## src/rtl/beidou_pkg.sv

```systemverilog
// Shared constants and state type for the BeiDou bit/word decoder.
package beidou_pkg;
  localparam int     ENERGY_W_DEF = 50;
  localparam int     VOTE_N_D1    = 20;
  localparam int     WORD_W_D1    = 30;
  localparam longint THRESH_DEF   = 64'sd15000000000;

  typedef enum logic {IDLE, ACC} state_t;
endpackage

```

## src/rtl/beidou_bit_vote.sv

```systemverilog
// Per-epoch threshold decision and VOTE_N-epoch majority vote.
// The vote result is combinational on the final accepted epoch; the caller registers it.
module beidou_bit_vote
  import beidou_pkg::*;
#(
  parameter int ENERGY_W = ENERGY_W_DEF,
  parameter int VOTE_N   = VOTE_N_D1,
  localparam int CW      = $clog2(VOTE_N + 1)
) (
  input  logic                       clk,
  input  logic                       rst,
  input  logic                       clr,
  input  logic                       en,
  input  logic signed [ENERGY_W-1:0] energy,
  input  logic signed [ENERGY_W-1:0] thresh,
  output logic                       vote_bit,
  output logic                       strobe,
  output logic                       busy
`ifdef DECODE_SOFT_CONF_EN
  ,
  output logic [CW-1:0]              margin
`endif
);
  localparam logic [CW-1:0] LAST = CW'(VOTE_N - 1);

  logic [CW-1:0] epoch_cnt;
  logic [CW-1:0] ones_cnt;
  logic [CW-1:0] ones_next;
  logic          hit;
  int            twice;

  always_comb begin
    hit       = (energy >= thresh);
    ones_next = ones_cnt + CW'(hit);
    twice     = 2 * int'(ones_next);
    strobe    = en && (epoch_cnt == LAST);
    vote_bit  = (twice > VOTE_N);
    busy      = (epoch_cnt != '0);
  end

`ifdef DECODE_SOFT_CONF_EN
  assign margin = CW'(((twice >= VOTE_N) ? (twice - VOTE_N) : (VOTE_N - twice)) / 2);
`endif

  always_ff @(posedge clk) begin
    if (rst || clr) begin
      epoch_cnt <= '0;
      ones_cnt  <= '0;
    end else if (en) begin
      if (strobe) begin
        epoch_cnt <= '0;
        ones_cnt  <= '0;
      end else begin
        epoch_cnt <= epoch_cnt + 1'b1;
        ones_cnt  <= ones_next;
      end
    end
  end
endmodule

```

## src/rtl/beidou_bit_word_decoder.sv

```systemverilog
// Voted BeiDou navigation bits packed MSB-first into WORD_W-bit words, with lock-loss handling.
// Optional soft_conf vote-margin output under DECODE_SOFT_CONF_EN.
module beidou_bit_word_decoder
  import beidou_pkg::*;
#(
  parameter int ENERGY_W = ENERGY_W_DEF,
  parameter int VOTE_N   = VOTE_N_D1,
  parameter int WORD_W   = WORD_W_D1,
  parameter logic signed [ENERGY_W-1:0] THRESH_RST = ENERGY_W'(THRESH_DEF),
  localparam int BW      = $clog2(WORD_W + 1),
  localparam int CW      = $clog2(VOTE_N + 1)
) (
  input  logic                       clk,
  input  logic                       rst,
  input  logic                       flag,
  input  logic signed [ENERGY_W-1:0] energy,
  input  logic                       result_ok,
  input  logic                       thresh_wr,
  input  logic signed [ENERGY_W-1:0] thresh_in,
  output logic                       decode_D,
  output logic                       bit_valid,
  output logic [WORD_W-1:0]          word_o,
  output logic                       word_valid,
  output logic [BW-1:0]              bit_cnt,
  output logic                       lock_lost
`ifdef DECODE_SOFT_CONF_EN
  ,
  output logic [CW-1:0]              soft_conf
`endif
);
  localparam logic [BW-1:0] LAST_BIT = BW'(WORD_W - 1);

  state_t                     state;
  logic signed [ENERGY_W-1:0] thresh;
  logic [WORD_W-2:0]          shreg;
  logic                       accept;
  logic                       drop;
  logic                       vote_bit;
  logic                       vote_strobe;
  logic                       vote_busy;
`ifdef DECODE_SOFT_CONF_EN
  logic [CW-1:0]              vote_margin;
`endif

  // An epoch arriving while flag falls is discarded along with the partial bit.
  assign drop   = (state == ACC) && !flag;
  assign accept = (state == ACC) && flag && result_ok;

  beidou_bit_vote #(
    .ENERGY_W (ENERGY_W),
    .VOTE_N   (VOTE_N)
  ) u_vote (
    .clk      (clk),
    .rst      (rst),
    .clr      (drop),
    .en       (accept),
    .energy   (energy),
    .thresh   (thresh),
    .vote_bit (vote_bit),
    .strobe   (vote_strobe),
    .busy     (vote_busy)
`ifdef DECODE_SOFT_CONF_EN
    ,
    .margin   (vote_margin)
`endif
  );

  always_ff @(posedge clk) begin
    if (rst) begin
      state      <= IDLE;
      thresh     <= THRESH_RST;
      shreg      <= '0;
      bit_cnt    <= '0;
      decode_D   <= 1'b0;
      bit_valid  <= 1'b0;
      word_o     <= '0;
      word_valid <= 1'b0;
      lock_lost  <= 1'b0;
`ifdef DECODE_SOFT_CONF_EN
      soft_conf  <= '0;
`endif
    end else begin
      bit_valid  <= 1'b0;
      word_valid <= 1'b0;
      lock_lost  <= 1'b0;
      if (thresh_wr) thresh <= thresh_in;
      case (state)
        IDLE: if (flag) state <= ACC;
        ACC: begin
          if (!flag) begin
            state     <= IDLE;
            shreg     <= '0;
            bit_cnt   <= '0;
            lock_lost <= vote_busy || (bit_cnt != '0);
          end else if (vote_strobe) begin
            decode_D  <= vote_bit;
            bit_valid <= 1'b1;
`ifdef DECODE_SOFT_CONF_EN
            soft_conf <= vote_margin;
`endif
            if (bit_cnt == LAST_BIT) begin
              word_o     <= {shreg, vote_bit};
              word_valid <= 1'b1;
              shreg      <= '0;
              bit_cnt    <= '0;
            end else begin
              shreg   <= (WORD_W-1)'({shreg, vote_bit});
              bit_cnt <= bit_cnt + 1'b1;
            end
          end
        end
      endcase
    end
  end
endmodule

```

## config.mk

```make
export PLATFORM = sky130hd
export DESIGN_NAME = beidou_bit_word_decoder
export DESIGN_NICKNAME = d
export VERILOG_FILES = /design/src/rtl/beidou_pkg.sv /design/src/rtl/beidou_bit_vote.sv /design/src/rtl/beidou_bit_word_decoder.sv
export SDC_FILE = /design/constraint.sdc
export NUM_CORES = 1
export LEC_CHECK = 0
export ABC_AREA = 1
export BUFFER_PORTS_ARGS = -buffer_cell sky130_fd_sc_hd__buf_2
export CORE_ASPECT_RATIO = 0.8
export CORE_UTILIZATION = 45
export DETAILED_ROUTE_END_ITERATION = 8
export PLACE_DENSITY = 0.69
export SYNTH_ARGS = -nofsm -noshare
export SYNTH_HDL_FRONTEND = slang
export SYNTH_SLANG_ARGS = --single-unit
```

## constraint.sdc

```tcl
create_clock -name clk -period 6.4 [get_ports clk]
set_clock_uncertainty 0.05 [all_clocks]
set_input_delay 0.32 -clock clk [delete_from_list [all_inputs] [get_ports clk]]
set_output_delay 0.32 -clock clk [all_outputs]
set_load 0.01 [all_outputs]
```

==> summary.md, run 1 <==
| Metric | Value |
|---|---|
| Post-synthesis mux area share | `0%` |
| Total Wirelength | `13.1 mm` |
| CP max FO | `4` |
| Hpwl dp | `9.04 mm` |
| CP cell instances | `inv_1 > ha_1 > nand2_1 > nor2_1 > nand2_1 > nor2_1 > nand2_1 > nor2_1 > nand2_1 > nand3_1 > nand3_1 > ha_1 > ha_1 > nand3_1 > xor2_1 > inv_1 > a21oi_1 > nand2_1 > o211ai_1 > inv_1` |
| Worst-skew pair later-pin latency | `0.41 ns` |
| Post-Syn Nets | `882` |
| Multi-input gate area | `0.00264 mm²` |
| Worst Max-Slew Pin Slew | `1.06 ns` |
| Count of input and output buffers | `143` |
| Peak supply drop | `0.000181 V` |
| Post-CTS Repair Setup Buffers | `0` |
| Top-level I/O count | `144` |
| Routed vias/inst | `4.79` |
| Post-Syn Instances | `720` |
| Post-Synth Adder-Cell Area | `12.2%` |
| DR WL met2 | `5.33 mm` |
| Gr usage total | `20.6%` |
| Met1 WL | `6.86 mm` |
| Die area | `0.0134 mm²` |
| Crit path launch type | `flip-flop` |
| Met3 WL | `713 µm` |
| Root buffer cell | `clkbuf_16` |
| Final min period | `2.90 ns` |
| Max incr delay on CP | `0.33 ns` |
| Top post-synthesis cells by area | `dfxtp_1 (44%), ha_1 (12%), a21oi_1 (8.7%), inv_1 (7.6%), o21ai_0 (7.2%)` |
| Post-synth EDFFs | `0` |
| Post-synthesis xor/xnor area fraction | `1.35%` |
| TritonRoute pass-1 iters | `5` |
| Worst Setup SP | `thresh[49]$_SDFFE_PP0P_` |
| Number of H-tree levels | `4` |
| Share of cells above drive strength 1 | `21.8%` |
| Combinational family with the most area after synthesis | `compound AO/OA/AOI/OAI gates` |
| # fillers | `1158` |
| Pleak | `0.00346 µW` |
| Hold path cells | `3` |
| Largest area contributor in the netlist | `dfxtp_1` |
| Largest net degree at the start of global routing | `70` |
| Global-route wire length before repair | `21.7 mm` |
| Area Growth Syn to Fin | `23.6%` |
| FFs w/ async S/R, synth | `0%` |
| Max Fclk | `345 MHz` |
| Routed Antenna Nets | `0` |
| Final Hold Viols | `0` |
| Levels on crit path | `20` |
| Slew HR | `29.3%` |
| Final Non-Filler Cells | `1038` |
| Starting density of the core | `47.1%` |
| Drt wl/cell | `12.6 µm` |
| CP dominant cell by count | `nand2_1` |
| Fin nets | `1015` |
| Worst path bufs/invs | `3` |
| Final estimated routing congestion in global placement | `0.802` |
| Part of the Yosys area used for sequential elements | `44.3%` |
| Top sig layer | `met4` |
| Synth Flop Type | `dfxtp_1` |
| Min-delay worst type | `in -> reg` |
| CP Capture Type | `flip-flop` |
| CTS Hold Bufs | `0` |
| Reg clk slew, reported paths | `0.06 ns` |
| Initial antenna violation count | `0` |
| Mapped Avg Cell Area | `8.10 µm²` |
| Crit path kind | `reg -> reg` |
| Chip width | `129 µm` |
| Final worst path period share | `45.3%` |
| Yosys reg bits | `129` |
| Clk buf depth | `2` |
| Post-synth top cells | `dfxtp_1 (129), inv_1 (118), a21oi_1 (102)` |
| CP top delay family | `simple AND/OR/NAND/NOR gates` |
| Placed cell count | `1005` |
| Outcome | `finished, final reports clean` |
| Max Cap Viol | `0` |
| Setup-failing EPs final | `0` |
| Grt ovf | `0` |
| Max-slew violation count | `0` |
| Power Dens Cells | `272 mW/mm²` |
| Die height | `104 µm` |
| Unrepaired setup endpoints after global routing | `no` |
| Yosys top cell area share | `44.3%` |
| Number of global-route vias before repair | `4657` |
| Simple-gate share of the synthesized area | `11.1%` |
| WP data required | `6.66 ns` |
| Compound-Gate Fraction of Synth Area | `20.5%` |
| Setup TNS | `0 ns` |
| Fin Hold WS | `0.0698 ns` |
| HP Start | `thresh_in[33]` |
| CTS tree | `done` |
| FF-to-FF Start | `thresh[49]$_SDFFE_PP0P_` |
| CTS sink count | `129` |
| # rows | `36` |
| Post-route DRC | `0` |
| Reg2reg path depth | `20` |
| Cts repair resizes | `0` |
| Vias | `4967` |
| Storage cell area | `0.00258 mm²` |
| Unique masters post-synth | `30` |
| Mapped Area | `0.00583 mm²` |
| Core ar. | `0.0124 mm²` |
| Crit path max-delay cell type | `ha_1` |
| R2R Setup Slk | `3.50 ns` |
| Crit path DAT | `3.16 ns` |
| Iteration-0 DRC Markers | `273` |
| Total CTS buffers | `17` |
| Top-count cell post-synth | `dfxtp_1` |
| YS warnings | `0` |
==> metal layers <==
layer  track usage [%]  vias to the layer above
met2              30.2                       99
li1                  -                     2658
met3              6.15                       12
met4              6.72                        0
met5                 0                        -
met1              28.5                     2198
==> path summary, 6_finish.rpt <==
| path | to |
|---|---|
| max | decode_D$_SDFFE_PP0P_ |
| min | thresh[33]$_SDFFE_PP1P_ |
| max reg2reg | decode_D$_SDFFE_PP0P_ |
| min reg2reg | thresh[18]$_SDFFE_PP0P_ |
==> kinds of logic after synthesis <==
kind of cell             Yosys count
AO/OA/AOI/OAI                    225
adder cells (fa/ha/maj)           57
XOR/XNOR                           9
AND/OR/NAND/NOR                  148
buffers and inverters            152
flip-flops                       129
==> registers in the layout, summed over array words and instances (netlist names) <==
| signal | count |
|---|---|
| decode_D | 1 |
| bit_valid | 1 |
| word_o | 30 |
| state | 1 |
| u_vote.epoch_cnt | 5 |
| bit_cnt | 5 |
| thresh | 50 |
| word_valid | 1 |
| shreg | 29 |
| u_vote.ones_cnt | 5 |
| lock_lost | 1 |
==> placed cells by master (no fill, tap or decap), types with 2 or more instances in the layout <==
master	synthesis	final
nor2_1	29	29
nand2_2	3	3
a21oi_1	102	102
buf_4	3	2
buf_2	5	143
clkinvlp_4	0	3
inv_6	0	3
nand2_1	82	82
nand3_4	2	2
inv_2	2	3
a22oi_1	2	2
o21ai_0	84	84
clkbuf_16	0	17
o21bai_1	2	2
o22ai_1	28	28
nor3_1	6	6
inv_1	118	117
nand3_1	19	19
clkinv_8	0	2
ha_1	57	57
nand4_1	5	5
o22ai_2	2	2
nor2_4	2	2
a21o_1	2	2
dfxtp_1	129	129
inv_8	0	7
a211oi_1	2	2
xor2_1	5	5
xnor2_1	4	4
==> stage by stage <==
| stage | util (%) | worst slack, ns | power, µW | area (µm²) |
|---|---|---|---|---|
| finish | 58.2 | 3.50 | 1960 | 7210 |
| global placement | 53.5 | 3.50 | 1030 | 6620 |
| CTS | 58.2 | 3.49 | 1980 | 7210 |
| floorplan | - | 3.79 | 966 | 5830 |
| detailed placement | 53.5 | 3.41 | 1030 | 6620 |
| global route | 58.2 | 3.08 | 2050 | 7210 |
==> worst reg2reg max path: cells and delay by family (launching register included) <==
family / cells / cell delay [ns]
and+or+nand+nor: 11 / 1.10
buffers and inverters: 3 / 0.17
xor gates and xnor gates: 1 / 0.15
DFF: 1 / 0.30
AOI/OAI and AO/OA: 2 / 0.30
adders and majority gates: 3 / 0.74
==> report_power, final <==
group | switching [µW] | total, µW | leakage (µW) | internal [µW]
clock | 422 | 945 | 0.000280 | 523
sequential | 5.63 | 831 | 0.00105 | 825
combinational | 105 | 181 | 0.00212 | 76.3
total | 533 | 1960 | 0.00346 | 1420
==> cell type report <==
cell class	count	share of cell area (%)
antenna	1	0.0347
clock buffer	17	5.90
clock inverter	15	2.22
inverter	121	6.30
multi-input combinational	439	36.6
sequential	129	35.8
tap	171	2.97
timing repair buffer	145	10.1
Note: power is estimated with default switching activity, not from simulation.
==> run 2: changes to the inputs <==
==> constraint.sdc (replaced) <==
create_clock -name clk -period 2.75 [get_ports clk]
set_clock_uncertainty 0.05 [all_clocks]
set_input_delay 0.1375 -clock clk [delete_from_list [all_inputs] [get_ports clk]]
set_output_delay 0.1375 -clock clk [all_outputs]
set_load 0.01 [all_outputs]
==> summary.md, run 2 (synthesis results as in run 1) <==
| Metric | Value |
|---|---|
| Outcome | `finished, final reports clean` |
| Net Switching | `1250 µW (+140%)` |
| Most frequent cells in the layout | `buf_2 (143), dfxtp_1 (123), inv_1 (108)` |
| Placed cell count | `1013 (+0.80%)` |
| Util after Layout | `65.9% (+7.7 points)` |
| Drt wl/cell | `13.0 µm (+3.6%)` |
| Gr usage total | `20.8% (+0.20 points)` |
| Post-route DRC | `0 (unchanged)` |
| Commonest non-fill, non-tap cell in the layout | `buf_2` |
| Crit path max-delay cell type | `dfxtp_1` |
| Initial antenna violation count | `1 (+1)` |
| Max-slew violation count | `0 (unchanged)` |
| CP cell instances | `inv_1 > ha_4 > nand2_2 > nor2_4 > nand2_2 > nor2_4 > nand2_2 > nor2_1 > nand2_1 > nand3_1 > nand2_1 > nand3_2 > ha_4 > ha_4 > nand3_2 > xor2_1 > inv_1 > a21oi_2 > nand2_1 > o211ai_1 > inv_1` |
| Routed Antenna Nets | `0 (unchanged)` |
| Most flop-heavy register | `thresh` |
| Slew HR | `54.8% (+26 points)` |
| Area Growth Syn to Fin | `39.9%` |
| CTS sink count | `129 (unchanged)` |
| Starting density of the core | `47.1% (unchanged)` |
| Final min period | `2.74 ns (-0.165 ns)` |
| Max Cap Viol | `0 (unchanged)` |
| Vias | `5321 (+7.1%)` |
| Final estimated routing congestion in global placement | `0.835 (+4.1%)` |
| Fin Hold WS | `0.0124 ns (-0.0574 ns)` |
| WP data required | `3.00 ns (-3.66 ns)` |
| # rows | `36 (unchanged)` |
| Largest net degree at the start of global routing | `61 (-13%)` |
| Comb pwr share | `11.8% (+2.5 points)` |
| Reg clk slew, reported paths | `0.06 ns (about the same)` |
| Min-delay worst type | `in -> reg` |
| Setup TNS | `0 ns (unchanged)` |
| Clock Power Share | `48.1% (-0.2 points)` |
| TritonRoute pass-1 iters | `7 (+2)` |
| Top flop regs | `thresh x50, word_o x30, shreg x29` |
| Hpwl dp | `9.21 mm (+1.9%)` |
| Top-level I/O count | `144 (unchanged)` |
| Switch share | `25.9% (-1.3 points)` |
| Pleak | `0.00374 µW (+8.1%)` |
| Worst path bufs/invs | `3 (unchanged)` |
| Crit path launch type | `flip-flop` |
| Worst Max-Slew Pin Slew | `0.675 ns (-0.382 ns)` |
| Core ar. | `0.0124 mm² (unchanged)` |
| Iteration-0 DRC Markers | `262 (-4.0%)` |
| Final worst path period share | `99.5% (+54 points)` |
| Share of cells above drive strength 1 | `29.0% (+7.2 points)` |
| Die area | `0.0134 mm² (unchanged)` |
| Count of input and output buffers | `143 (unchanged)` |
| Crit path DAT | `2.98 ns (-0.18 ns)` |
| CTS tree | `done` |
| Peak supply drop | `0.000446 V (+150%)` |
| CP top delay family | `simple AND/OR/NAND/NOR gates` |
| Root buffer cell | `clkbuf_16` |
| Power Dens Cells | `591 mW/mm² (+120%)` |
| Flop pwr share | `40.1% (-2.4 points)` |
| Final Hold Viols | `0 (unchanged)` |
| Worst-skew pair later-pin latency | `0.41 ns (about the same)` |
| CP Capture Type | `flip-flop` |
| Max Fclk | `365 MHz (+6.0%)` |
| Max incr delay on CP | `0.31 ns (-0.02 ns)` |
| Fin nets | `1073 (+5.7%)` |
| CP max FO | `3 (-1)` |
| # fillers | `1029 (-11%)` |
| Final Non-Filler Cells | `1096 (+5.6%)` |
| Routed vias/inst | `4.85 (+1.5%)` |
| Total Wirelength | `14.3 mm (+9.4%)` |
| Number of H-tree levels | `4 (unchanged)` |
| Global-route wire length before repair | `22.2 mm (+2.1%)` |
| Unrepaired setup endpoints after global routing | `yes` |
| Crit path kind | `reg -> reg` |
| Clk buf depth | `2 (unchanged)` |
| Die height | `104 µm (unchanged)` |
| Setup-failing EPs final | `0 (unchanged)` |
| Total CTS buffers | `17 (unchanged)` |
| Internal power | `3580 µW (+150%)` |
| Grt ovf | `0 (unchanged)` |
| Max reg flops | `50 (unchanged)` |
| Number of global-route vias before repair | `4945 (+6.2%)` |
| Chip width | `129 µm (unchanged)` |
## run 2: cell types whose count changed in the layout (fill, tap and decap cells not counted), sizes merged
cell         delta
buf            +11
bufinv          +2
clkinvlp        -3
dlygate4sd3    +47
inv             +1
## run 2: area by class of cell
cell class / count / area (µm²) / area share (%)
Multi-Input combinational cell: 439 / 3000 / 36.7
Clock inverter: 15 / 183 / 2.24
Timing Repair Buffer: 203 / 1300 / 15.9
Antenna cell: 1 / 2.50 / 0.0307
Tap cell: 171 / 214 / 2.62
Inverter: 121 / 454 / 5.56
Clock buffer: 17 / 425 / 5.21
Sequential cell: 129 / 2590 / 31.7
## run 2: power by group through the flow
stage	Clock (µW)	Combinational, µW	Sequential (µW)
3_5_place_dp	0	428	1980
2_1_floorplan	0	276	1970
4_1_cts	2350	500	1940
5_1_grt	2440	643	1940
6_report	2320	569	1940
3_3_place_gp	0	423	1970
## run 2: worst reg2reg max path: stages (launching register included)
cell	delay [ns]
dfxtp_1	0.31
inv_1	0.07
ha_4	0.28
nand2_2	0.08
nor2_4	0.12
nand2_2	0.09
nor2_4	0.10
nand2_2	0.07
nor2_1	0.13
nand2_1	0.10
nand3_1	0.08
nand2_1	0.06
nand3_2	0.09
ha_4	0.15
ha_4	0.13
nand3_2	0.07
xor2_1	0.14
inv_1	0.08
a21oi_2	0.16
nand2_1	0.08
o211ai_1	0.11
inv_1	0.06
## run 2: repair_timing
action,4_1_cts,5_1_grt
hold endpoints to repair,47,0
setup buffers,2,1
endpoints found under the setup margin,3,4
pin swaps,8,24
hold buffers,47,0
resized for setup,17,56
## run 2: through the flow
step / setup slack (ns) / area (µm²) / total power, µW
after floorplan: 0.135 / 5830 / 2250
after global placement: -0.00994 / 6690 / 2400
after detailed placement: -0.0797 / 6690 / 2400
after CTS: -0.00205 / 7890 / 4790
after global routing: -0.165 / 8160 / 5020
final: 0.0130 / 8160 / 4830
## run 2: final timing paths
check                       endpoint  cells past startpoint                     from  slack [ns]
max reg2reg    decode_D$_SDFFE_PP0P_                     21  thresh[41]$_SDFFE_PP0P_        0.01
min          thresh[22]$_SDFFE_PP0P_                      3            thresh_in[22]        0.01
max            decode_D$_SDFFE_PP0P_                     21  thresh[41]$_SDFFE_PP0P_        0.01
min reg2reg  thresh[48]$_SDFFE_PP0P_                      2  thresh[48]$_SDFFE_PP0P_        0.41
## run 2: layer usage
layer	vias up	global-route usage [%]	share of wire [%]
met5	-	0	0
met4	0	7.39	1.3
met1	2397	28.0	49
li1	2781	-	-
met2	125	32.5	45
met3	18	4.49	5.0
